--- src/rtl/i2c_cmd_sequencer_pkg.sv ---
// Shared types for the I2C command sequencer: FSM encoding, queued command and response entries.
// Pure declarations; no timing or flow-control behaviour of its own.
// Entry widths are fixed by the packed structs (command 16 bits, response 17 bits).
package i2c_cmd_sequencer_pkg;

    localparam int CMD_W = 16;
    localparam int RSP_W = 17;

    typedef enum logic [2:0] {
        ST_IDLE       = 3'd0,
        ST_ISSUE      = 3'd1,
        ST_WAIT_START = 3'd2,
        ST_WAIT_DONE  = 3'd3,
        ST_PUSH_RSP   = 3'd4
    } state_t;

    typedef struct packed {
        logic [6:0] addr;
        logic       rw;
        logic [7:0] wdata;
    } cmd_t;

    typedef struct packed {
        logic [6:0] addr;
        logic       rw;
        logic [7:0] rdata;
        logic       err;
    } rsp_t;

endpackage

--- src/rtl/i2c_cmd_sequencer_if.sv ---
// Host-side command/response bundle; the host drives through master, the sequencer sits on slave.
// Wires only, no latency of its own.
// valid/ready on both directions; a beat moves when valid and ready are high together.
interface i2c_cmd_sequencer_if;

    logic       cmd_valid;
    logic       cmd_ready;
    logic [6:0] cmd_addr;
    logic       cmd_rw;
    logic [7:0] cmd_wdata;

    logic       rsp_valid;
    logic       rsp_ready;
    logic [6:0] rsp_addr;
    logic       rsp_rw;
    logic [7:0] rsp_rdata;
    logic       rsp_err;

    modport master (
        output cmd_valid, cmd_addr, cmd_rw, cmd_wdata, rsp_ready,
        input  cmd_ready, rsp_valid, rsp_addr, rsp_rw, rsp_rdata, rsp_err
    );

    modport slave (
        input  cmd_valid, cmd_addr, cmd_rw, cmd_wdata, rsp_ready,
        output cmd_ready, rsp_valid, rsp_addr, rsp_rw, rsp_rdata, rsp_err
    );

endinterface

--- src/rtl/i2c_cmd_sequencer_sync_fifo.sv ---
// i2c_sync_fifo: single-clock first-word-fall-through FIFO, DEPTH a power of two >= 2.
// Latency: a written word is visible at rd_dat the cycle after the write.
// Backpressure: wr_rdy is low whenever full, even if a pop happens in the same cycle.
module i2c_sync_fifo #(
    parameter int WIDTH = 16,
    parameter int DEPTH = 4
) (
    input  logic             clk,
    input  logic             rst,
    input  logic             wr_vld,
    output logic             wr_rdy,
    input  logic [WIDTH-1:0] wr_dat,
    output logic             rd_vld,
    input  logic             rd_rdy,
    output logic [WIDTH-1:0] rd_dat
);

    localparam int            AW       = $clog2(DEPTH);
    localparam logic [AW:0]   FULL_CNT = (AW+1)'(DEPTH);

    logic [WIDTH-1:0] mem [DEPTH];
    logic [AW-1:0]    wr_ptr;
    logic [AW-1:0]    rd_ptr;
    logic [AW:0]      count;
    logic             do_wr;
    logic             do_rd;

    assign wr_rdy = (count != FULL_CNT);
    assign rd_vld = (count != '0);
    assign do_wr  = wr_vld && wr_rdy;
    assign do_rd  = rd_rdy && rd_vld;
    assign rd_dat = mem[rd_ptr];

    always_ff @(posedge clk) begin
        if (rst) begin
            wr_ptr <= '0;
            rd_ptr <= '0;
            count  <= '0;
        end else begin
            if (do_wr) wr_ptr <= wr_ptr + 1'b1;
            if (do_rd) rd_ptr <= rd_ptr + 1'b1;
            count <= count + {{AW{1'b0}}, do_wr} - {{AW{1'b0}}, do_rd};
        end
    end

    always_ff @(posedge clk) begin
        if (do_wr) mem[wr_ptr] <= wr_dat;
    end

endmodule

--- src/rtl/i2c_cmd_sequencer.sv ---
// Queues host I2C commands and runs them one at a time on i2c_master; watchdog via I2C_CMDQ_TIMEOUT_EN.
// Latency: >= 4 cycles plus master busy time per command; responses return in command order.
// Backpressure: cmd_ready drops when the command FIFO is full; no issue while the response FIFO is full.
module i2c_cmd_sequencer
    import i2c_cmd_sequencer_pkg::*;
#(
    parameter int CMD_DEPTH   = 4,
    parameter int RSP_DEPTH   = 4,
    parameter int TIMEOUT_CYC = 1024
) (
    input  logic                    clk,
    input  logic                    rst,
    i2c_cmd_sequencer_if.slave      host,
    output logic [6:0]              m_addr,
    output logic [7:0]              m_data_in,
    output logic                    m_rw,
    output logic                    m_enable,
    input  logic [7:0]              m_read_data,
    input  logic                    m_ready,
    output logic                    busy
);

    state_t state, state_nxt;
    cmd_t   cmd_in, cmd_head, held;
    rsp_t   rsp_in, rsp_head;
    logic   cmd_head_vld, cmd_pop;
    logic   rsp_wr_rdy, rsp_push, rsp_head_vld;
    logic   cap_rdata;
    logic   wd_expired;
    logic   err_bit;
    logic [7:0] rdata_q;

    assign cmd_in = {host.cmd_addr, host.cmd_rw, host.cmd_wdata};

    i2c_sync_fifo #(.WIDTH(CMD_W), .DEPTH(CMD_DEPTH)) u_cmd_fifo (
        .clk    (clk),
        .rst    (rst),
        .wr_vld (host.cmd_valid),
        .wr_rdy (host.cmd_ready),
        .wr_dat (cmd_in),
        .rd_vld (cmd_head_vld),
        .rd_rdy (cmd_pop),
        .rd_dat (cmd_head)
    );

    assign rsp_in = {held.addr, held.rw, rdata_q, err_bit};

    i2c_sync_fifo #(.WIDTH(RSP_W), .DEPTH(RSP_DEPTH)) u_rsp_fifo (
        .clk    (clk),
        .rst    (rst),
        .wr_vld (rsp_push),
        .wr_rdy (rsp_wr_rdy),
        .wr_dat (rsp_in),
        .rd_vld (rsp_head_vld),
        .rd_rdy (host.rsp_ready),
        .rd_dat (rsp_head)
    );

    // FIFO storage is not reset, so the head is masked until it holds a real entry.
    assign host.rsp_valid = rsp_head_vld;
    assign host.rsp_addr  = rsp_head_vld ? rsp_head.addr  : 7'h00;
    assign host.rsp_rw    = rsp_head_vld ? rsp_head.rw    : 1'b0;
    assign host.rsp_rdata = rsp_head_vld ? rsp_head.rdata : 8'h00;
    assign host.rsp_err   = rsp_head_vld ? rsp_head.err   : 1'b0;

    assign m_addr    = held.addr;
    assign m_data_in = held.wdata;
    assign m_rw      = held.rw;
    assign m_enable  = (state == ST_ISSUE);
    assign busy      = (state != ST_IDLE);

    always_ff @(posedge clk) begin
        if (rst) state <= ST_IDLE;
        else     state <= state_nxt;
    end

    always_comb begin
        state_nxt = state;
        cmd_pop   = 1'b0;
        rsp_push  = 1'b0;
        cap_rdata = 1'b0;
        case (state)
            ST_IDLE: begin
                if (cmd_head_vld && rsp_wr_rdy && m_ready) begin
                    cmd_pop   = 1'b1;
                    state_nxt = ST_ISSUE;
                end
            end
            ST_ISSUE:      state_nxt = ST_WAIT_START;
            ST_WAIT_START: begin
                if (!m_ready)        state_nxt = ST_WAIT_DONE;
                else if (wd_expired) state_nxt = ST_PUSH_RSP;
            end
            ST_WAIT_DONE: begin
                if (m_ready) begin
                    cap_rdata = 1'b1;
                    state_nxt = ST_PUSH_RSP;
                end else if (wd_expired) begin
                    state_nxt = ST_PUSH_RSP;
                end
            end
            ST_PUSH_RSP: begin
                rsp_push  = 1'b1;
                state_nxt = ST_IDLE;
            end
            default: state_nxt = ST_IDLE;
        endcase
    end

    always_ff @(posedge clk) begin
        if (rst) begin
            held    <= '0;
            rdata_q <= 8'h00;
        end else if (cmd_pop) begin
            held    <= cmd_head;
            rdata_q <= 8'h00;
        end else if (cap_rdata) begin
            rdata_q <= held.rw ? m_read_data : 8'h00;
        end
    end

`ifdef I2C_CMDQ_TIMEOUT_EN
    localparam int WD_W = (TIMEOUT_CYC > 2) ? $clog2(TIMEOUT_CYC) : 1;

    logic [WD_W-1:0] wd_cnt;
    logic            err_q;
    logic            waiting;

    assign waiting    = (state == ST_WAIT_START) || (state == ST_WAIT_DONE);
    assign wd_expired = waiting && (wd_cnt == WD_W'(TIMEOUT_CYC - 1));
    assign err_bit    = err_q;

    always_ff @(posedge clk) begin
        if (rst) begin
            wd_cnt <= '0;
            err_q  <= 1'b0;
        end else begin
            wd_cnt <= waiting ? wd_cnt + 1'b1 : '0;
            if (cmd_pop)
                err_q <= 1'b0;
            else if (waiting && !cap_rdata && state_nxt == ST_PUSH_RSP)
                err_q <= 1'b1;
        end
    end
`else
    logic unused_cfg;

    assign wd_expired = 1'b0;
    assign err_bit    = 1'b0;
    assign unused_cfg = ^TIMEOUT_CYC;
`endif

endmodule

--- src/flat_wrapper.sv ---
// flat-port wrapper written by rule: the top's interface ports become plain ports
module i2c_cmd_sequencer_flat import i2c_cmd_sequencer_pkg::*;
#(
    parameter int CMD_DEPTH   = 4,
    parameter int RSP_DEPTH   = 4,
    parameter int TIMEOUT_CYC = 1024
)
  (clk, rst, m_addr, m_data_in, m_rw, m_enable, m_read_data, m_ready, busy, host_cmd_valid, host_cmd_addr, host_cmd_rw, host_cmd_wdata, host_rsp_ready, host_cmd_ready, host_rsp_valid, host_rsp_addr, host_rsp_rw, host_rsp_rdata, host_rsp_err);
  i2c_cmd_sequencer_if host_i ();
  input  logic clk;
  input  logic rst;
  output logic [6:0] m_addr;
  output logic [7:0] m_data_in;
  output logic m_rw;
  output logic m_enable;
  input  logic [7:0] m_read_data;
  input  logic m_ready;
  output logic busy;
  input wire logic [$bits(host_i.cmd_valid)-1:0] host_cmd_valid;
  input wire logic [$bits(host_i.cmd_addr)-1:0] host_cmd_addr;
  input wire logic [$bits(host_i.cmd_rw)-1:0] host_cmd_rw;
  input wire logic [$bits(host_i.cmd_wdata)-1:0] host_cmd_wdata;
  input wire logic [$bits(host_i.rsp_ready)-1:0] host_rsp_ready;
  output wire logic [$bits(host_i.cmd_ready)-1:0] host_cmd_ready;
  output wire logic [$bits(host_i.rsp_valid)-1:0] host_rsp_valid;
  output wire logic [$bits(host_i.rsp_addr)-1:0] host_rsp_addr;
  output wire logic [$bits(host_i.rsp_rw)-1:0] host_rsp_rw;
  output wire logic [$bits(host_i.rsp_rdata)-1:0] host_rsp_rdata;
  output wire logic [$bits(host_i.rsp_err)-1:0] host_rsp_err;
  assign host_i.cmd_valid = host_cmd_valid;
  assign host_i.cmd_addr = host_cmd_addr;
  assign host_i.cmd_rw = host_cmd_rw;
  assign host_i.cmd_wdata = host_cmd_wdata;
  assign host_i.rsp_ready = host_rsp_ready;
  assign host_cmd_ready = host_i.cmd_ready;
  assign host_rsp_valid = host_i.rsp_valid;
  assign host_rsp_addr = host_i.rsp_addr;
  assign host_rsp_rw = host_i.rsp_rw;
  assign host_rsp_rdata = host_i.rsp_rdata;
  assign host_rsp_err = host_i.rsp_err;
  i2c_cmd_sequencer #(.CMD_DEPTH(CMD_DEPTH), .RSP_DEPTH(RSP_DEPTH), .TIMEOUT_CYC(TIMEOUT_CYC)) u_core (.clk(clk), .rst(rst), .host(host_i), .m_addr(m_addr), .m_data_in(m_data_in), .m_rw(m_rw), .m_enable(m_enable), .m_read_data(m_read_data), .m_ready(m_ready), .busy(busy));
endmodule
--- config.mk ---
export PLATFORM = sky130hd
export DESIGN_NAME = i2c_cmd_sequencer_flat
export DESIGN_NICKNAME = d
export VERILOG_FILES = /design/src/rtl/i2c_cmd_sequencer_pkg.sv /design/src/rtl/i2c_cmd_sequencer_if.sv /design/src/rtl/i2c_cmd_sequencer_sync_fifo.sv /design/src/rtl/i2c_cmd_sequencer.sv /design/src/flat_wrapper.sv
export SDC_FILE = /design/constraint.sdc
export NUM_CORES = 1
export LEC_CHECK = 0
export ABC_CLOCK_PERIOD_IN_PS = 3500
export BUFFER_PORTS_ARGS = -buffer_cell sky130_fd_sc_hd__buf_2
export CORE_MARGIN = 2
export CORE_UTILIZATION = 30
export DETAILED_ROUTE_END_ITERATION = 10
export RECOVER_POWER = 100
export SETUP_SLACK_MARGIN = 0.3
export SLEW_MARGIN = 5
export SYNTH_ARGS = -nofsm -noshare
export SYNTH_HDL_FRONTEND = slang
export SYNTH_SLANG_ARGS = --single-unit
--- constraint.sdc ---
create_clock -name clk -period 3.5 [get_ports clk]
set_clock_uncertainty 0.15 [all_clocks]
set_input_delay 0.525 -clock clk [delete_from_list [all_inputs] [get_ports clk]]
set_output_delay 0.525 -clock clk [all_outputs]
set_load 0.03 [all_outputs]
==> results of run 1 <==
## report_power, final
group          internal (mW)  switching, mW
logic                  0.609          0.974
registers               2.42          0.217
clock network           1.28          0.722
total                   4.31           1.91
## through the flow
step	utilization, %	setup slack [ps]	instances
after floorplan	-	896	384
after global placement	33.2	815	712
after detailed placement	33.2	707	712
after CTS	36.1	432	744
after global routing	35.7	184	745
final	35.7	376	745
## metal layers
layer,global-route usage [%],wire (um),vias to the layer above,part of all wire (%)
met5,0,0,-,0
met4,4.76,154,0,1.2
met3,3.81,713,12,5.4
met2,19.9,6770,77,52
met1,14.3,5500,1730,42
li1,-,-,1561,-
## worst max-delay path: cells and delay by family (launching register included)
family	cells	cell delay [ps]
xor gates and xnor gates	2	380
adders and majority gates	3	850
buffers and inverters	2	430
DFF	1	370
and+or+nand+nor	3	780
## worst paths after layout
| kind | depth (start not counted) | end | startpoint |
|---|---|---|---|
| max reg2reg | 10 | u_core.u_rsp_fifo.count[2] | u_core.u_rsp_fifo.count[2] |
| max | 10 | u_core.u_rsp_fifo.count[2] | u_core.u_rsp_fifo.count[2] |
| min reg2reg | 2 | u_core.rdata_q[0] | u_core.rdata_q[0] |
| min | 1 | u_core.u_cmd_fifo.mem[1][7] | host_cmd_wdata[7] |
## cells by family (layout without fill, tap and decap cells)
kind of cell             Yosys count  in the layout  share of synthesized area (%)
XOR/XNOR                           9              9                           1.19
buffers and inverters             33            113                           2.55
AO/OA/AOI/OAI                     15             15                           1.87
flip-flops                       171            171                           70.9
AND/OR/NAND/NOR                   92             92                           7.15
adder cells (fa/ha/maj)           14             14                           2.87
other                              1              2                         0.0565
multiplexers                      49             49                           13.4
## state kept, by name, summed over array words and instances, names as in the netlist, named ones only
signal,count
u_core.m_addr,7
u_core.state,3
u_core.m_rw,1
u_core.u_cmd_fifo.mem,64
u_core.u_rsp_fifo.wr_ptr,2
u_core.u_cmd_fifo.count,3
u_core.rdata_q,8
u_core.u_cmd_fifo.wr_ptr,2
u_core.m_data_in,8
u_core.u_cmd_fifo.rd_ptr,2
u_core.u_rsp_fifo.mem,64
u_core.u_rsp_fifo.rd_ptr,2
u_core.u_rsp_fifo.count,3
## cells in the mapped netlist (all sizes together)
library cell / count / area [um2]
nor2: 30 / 115
nor3b: 1 / 7.51
or2: 2 / 12.5
clkbuf: 8 / 31.3
conb: 1 / 3.75
a21boi: 1 / 7.51
nor2b: 3 / 18.8
nand2: 11 / 41.3
and2: 22 / 140
fa: 2 / 40.0
mux4: 32 / 721
and3: 5 / 31.3
nor3: 1 / 5.00
a2111oi: 1 / 27.5
nand2b: 3 / 26.3
dfxtp: 43 / 861
a21oi: 10 / 53.8
a21o: 1 / 7.51
xnor2: 7 / 61.3
or3: 2 / 12.5
inv: 13 / 48.8
or3b: 1 / 8.76
xor2: 2 / 17.5
ha: 12 / 150
a211oi: 2 / 27.5
nand3: 11 / 55.1
buf: 12 / 88.8
mux2i: 17 / 170
edfxtp: 128 / 3840
## final cells by class
| type | count | area share [%] |
|---|---|---|
| multi-input combinational | 180 | 22.4 |
| inverter | 13 | 0.629 |
| tap | 280 | 4.51 |
| timing repair buffer | 68 | 3.66 |
| antenna | 1 | 0.0322 |
| clock inverter | 8 | 2.16 |
| clock buffer | 24 | 5.95 |
| sequential | 171 | 60.6 |
## cells in the final DEF, fill, tap and decap left out, types with 2 or more instances in the layout
cell / synthesis / routed
and3_1: 5 / 5
dfxtp_1: 43 / 43
mux4_2: 32 / 32
mux2i_1: 17 / 17
or3_1: 2 / 2
edfxtp_1: 128 / 128
xor2_1: 2 / 2
inv_1: 12 / 12
fa_1: 2 / 2
and2_1: 21 / 12
xnor2_1: 7 / 7
a21oi_1: 9 / 9
clkinv_2: 0 / 2
clkbuf_16: 0 / 17
buf_4: 3 / 2
and2_0: 0 / 9
nand3_1: 11 / 11
nand2_1: 11 / 11
nor2b_1: 3 / 3
nor2_1: 29 / 30
buf_2: 5 / 17
bufinv_16: 0 / 5
ha_1: 12 / 12
nand2b_1: 2 / 2
clkbuf_1: 7 / 55
==> flow_summary.yaml, run 1 <==
global_routing:
  antenna_found_initial: 1
  gr-usage-all-layers_pct: 11.9
  grt_max_degree: 35
  grt_pass1_wl_um: 20800
  grt_pass1_vias: 3663
  grt.overflow.total: 0
layout:
  final_area_mm2: 0.00776
  syn_to_final_growth_pct: 17.0
  fillers: 2124
  multi_input_area_mm2: 0.00174
  drive_gt1_share_pct: 17.7
  final_nets: 494
  sequential_cell_area_mm2: 0.00470
routing:
  dr.pass1.iters: 4
  drcViolationCount: 0
  routed_wirelength_um: 13100
  viasPerCell: 4.54
  vias: 3380
  drtAntennaViolNets: 0
  wl_per_cell_um: 17.6
  drt-initial-drc-count: 181
sta:
  fmax_mhz: 320
  slew_headroom_pct: -15.4
  max_slew.worst_pin.slew_ps: 1730
  post-route-min-period_ps: 3120
  drv_slew: 56
  hold_slack_ps: 197
  grt_setup_unrepaired: "false"
  fin_tns_setup_ps: 0
  hold_violations: 0
  fin_crit_sh_pct: 89.3
  finalSetupViolations: 0
cts:
  cts.clk_slew.worst_paths_ps: 60
  post_cts_buffers: 0
  clk_latency_ps: 420
  root_buffer: "clkbuf_16"
  htreeDepth: 4
  cts_buffers: 17
  cts_resized: 0
  cts_tree: "done"
  hold_buffers: 0
  cts_buffer_depth: 2
  cts_sinks: 171
synth:
  netlist_area_mm2: 0.00664
  yosys_warnings: 0
  syn_area_per_cell_um2: 17.3
  syn-num-nets: 427
  seq_area_frac_synth_pct: 70.9
  netlist_instances: 384
  synth_cell_types: 40
  ys_ff_latch: 171
placement:
  dpl.hpwl_um: 8170
  placed_cell_area_mm2: 0.00722
  io_buffers: 64
  place_congestion: 0.688
floorplan:
  die_h_um: 153
  die-area_mm2: 0.0233
  die_w_um: 153
  io_pins: 66
  initial_utilization_pct: 30.5
  core_mm2: 0.0218
  fp-row-count: 54
power:
  p_total_mw: 6.23
  p_leak_nw: 2.46
  p_per_area_mw_per_mm2: 802
  ir_drop_mv: 0.522
critical_path:
  path_class: "reg2reg"
  cp_slowest_cell: "or3_1"
  end_kind: "register"
  cpPeakStageDelay_ps: 390
  worstPathMaxFanout: 19
  crit_chain: "or3_1 -> clkbuf_1 -> and2_4 -> ha_1 -> inv_1 -> ha_1 -> fa_1 -> xnor2_1 -> xnor2_1 -> nor2_1"
  arrival_ps: 3210
  cp-start-kind: "register"
  critPathRequiredTime_ps: 3590
  rrSetupSlack_ps: 380
run_status:
  status: "complete, but fails checks"
  violations: "max-capacitance violations, max-slew violations"
run:
  max_cap_viol_count: 2
hold_path:
  hold_class: "in2reg"
(Power assumes the default switching activity.)
==> inputs of run 2 (changes only) <==
CTS_BUF_LIST = sky130_fd_sc_hd__clkbuf_8   (was unset)
==> run 2 against run 1 <==
  * The flow still finishes with violations (max-capacitance violations, max-slew violations)
  * Global-route usage decreased by 0.27 points
  * Routed wire length decreased by 1.2%
  * Combinational power about the same
  * Maximum frequency increased by 3.8%
  * Core utilization decreased by 0.79 points
  * Sequential cell count unchanged
  * Non-clock buffer count unchanged
  * Final cell count unchanged
  * Clock power decreased by 25%
  * Count of clock-buffer cells in the layout decreased by 6
  * Highest routed layer unchanged
==> flow_summary.yaml, run 2 (same netlist as run 1, synthesis figures left out) <==
critical_path:
  path_common_cell: "or2_0"
  cp_slowest_cell: "clkbuf_1"
  reg2reg_to: "u_core.rdata_q[4]"
  cpPeakStageDelay_ps: 1190
  critPathRequiredTime_ps: 3650
  crit_chain: "or2_0 -> a2111oi_4 -> clkbuf_1 -> or2_0 -> a21oi_1"
  reg2regPathDepth: 5
  worstPathMaxFanout: 20
  r2r_start: "u_core.state[0]"
  arrival_ps: 3160
  path_class: "reg2reg"
  cp-start-kind: "register"
  rrSetupSlack_ps: 490
  end_kind: "register"
  crit_start: "u_core.state[0]"
routing:
  drcViolationCount: 0
  route.met3.wl_um: 635
  vias: 3381
  viasPerCell: 4.54
  dr.pass1.iters: 6
  wl_per_cell_um: 17.4
  wl_met1_um: 5590
  highest_layer: "met4"
  wl_met2_um: 6640
  drt-initial-drc-count: 165
  routed_wirelength_um: 13000
  drtAntennaViolNets: 0
floorplan:
  fp-row-count: 54
  die-area_mm2: 0.0233
  die_h_um: 153
  io_pins: 66
  die_w_um: 153
  core_mm2: 0.0218
  initial_utilization_pct: 30.5
layout:
  syn_to_final_growth_pct: 14.4
  largestRegisters: "u_core.u_cmd_fifo.mem: 64 flops, u_core.u_rsp_fifo.mem: 64 flops"
  fin_util_pct: 34.9
  final_nets: 494
  fin_cells: 745
  fillers: 2128
  layout_commonest_cell: "edfxtp_1"
  drive_gt1_share_pct: 17.5
  final_cell_mix: "edfxtp_1 (128), clkbuf_1 (50), dfxtp_1 (43)"
global_routing:
  grt_pass1_wl_um: 20500
  grt_pass1_vias: 3639
  grt_max_degree: 35
  antenna_found_initial: 1
  grt.overflow.total: 0
  gr-usage-all-layers_pct: 11.7
cts:
  cts_sinks: 171
  cts_tree: "done"
  cts_buffers: 17
  post_cts_buffers: 0
  root_buffer: "clkbuf_8"
  clk_latency_ps: 450
  cts.clk_slew.worst_paths_ps: 90
  htreeDepth: 4
  cts_buffer_depth: 2
power:
  p_sw_share_pct: 32.4
  ir_drop_mv: 0.510
  power.internal_mw: 3.89
  share_comb_of_total_power_pct: 27.8
  p_leak_nw: 2.39
  p_clk_share_pct: 26.3
  p_per_area_mw_per_mm2: 758
  p_sw_mw: 1.86
  power_frac_seq_pct: 45.9
placement:
  dpl.hpwl_um: 8170
  place_inst: 712
  io_buffers: 64
  place_congestion: 0.688
sta:
  hold_violations: 0
  slew_headroom_pct: -18.5
  max_slew.worst_pin.slew_ps: 1780
  post-route-min-period_ps: 3010
  fin_crit_sh_pct: 86.0
  fin_tns_setup_ps: 0
  fmax_mhz: 332
  grt_setup_unrepaired: "false"
  drv_slew: 56
  finalSetupViolations: 0
run_status:
  violations: "max-capacitance violations, max-slew violations"
  status: "complete, but fails checks"
hold_path:
  hold_depth: 1
  whs_endpoint: "u_core.u_cmd_fifo.mem[1][7]"
  hold_class: "in2reg"
  hp-start: "host_cmd_wdata[7]"
run:
  max_cap_viol_count: 2
==> run 2: cell count changes in the layout (fill, tap and decap cells not counted), moves of 2 or more <==
cell,previous run,this run
and2_0,9,5
clkbuf_1,55,50
inv_1,12,18
and2_1,12,16
buf_2,17,15
clkbuf_16,17,0
clkbuf_8,1,18
==> run 2: power groups by stage <==
| stage | Combinational (mW) | Clock, mW | Sequential, mW |
|---|---|---|---|
| 2_1_floorplan | 1.24 | 0 | 2.66 |
| 3_3_place_gp | 1.64 | 0 | 2.67 |
| 3_5_place_dp | 1.68 | 0 | 2.69 |
| 4_1_cts | 1.69 | 1.55 | 2.65 |
| 5_1_grt | 1.75 | 1.62 | 2.68 |
| 6_report | 1.60 | 1.51 | 2.64 |
==> run 2: what timing repair did <==
item / in CTS / in global routing
setup endpoints to repair: 0 / 1
gates resized for setup: 0 / 1
hold buffers: 0 / 0
==> run 2: layout make-up <==
class / instances / area [um2] / area share [%]
tap: 280 / 350 / 4.62
inverter: 13 / 48.8 / 0.643
antenna: 1 / 2.50 / 0.0330
clock inverter: 14 / 190 / 2.51
sequential: 171 / 4700 / 62.0
timing repair buffer: 68 / 285 / 3.76
clock buffer: 18 / 248 / 3.26
multi-input combinational: 180 / 1760 / 23.2
==> run 2: stage by stage <==
stage                     total power, mW  area, um2  hold WS (ps)  setup WS, ps
after floorplan                      3.90       6640           309           896
after global placement               4.31       7220           320           815
after detailed placement             4.37       7220           337           707
after CTS                            5.88       7650           110           402
after global routing                 6.05       7590           171           267
final                                5.75       7590           172           490
==> run 2: critical path: cells and delay by family, from the launching register on <==
family	cells	cell delay (ps)
DFF	1	330
and+or+nand+nor	2	860
AOI/OAI and AO/OA	2	350
buffers and inverters	1	1190
==> run 2: worst max path at each step <==
stage                                      end  slack [ps]  depth (start not counted)
floorplan           u_core.u_cmd_fifo.count[2]         900                         11
global placement    u_core.u_rsp_fifo.count[2]         820                         10
detailed placement  u_core.u_rsp_fifo.count[2]         710                         10
CTS                          host_rsp_rdata[4]         400                          4
global route                 host_rsp_rdata[6]         270                          4
finish                       u_core.rdata_q[4]         490                          5
==> run 2: per-layer routing <==
layer,global-route usage [%],up-vias
met5,0,-
met4,3.97,0
met3,3.56,8
met2,19.7,70
met1,14.3,1745
li1,-,1558
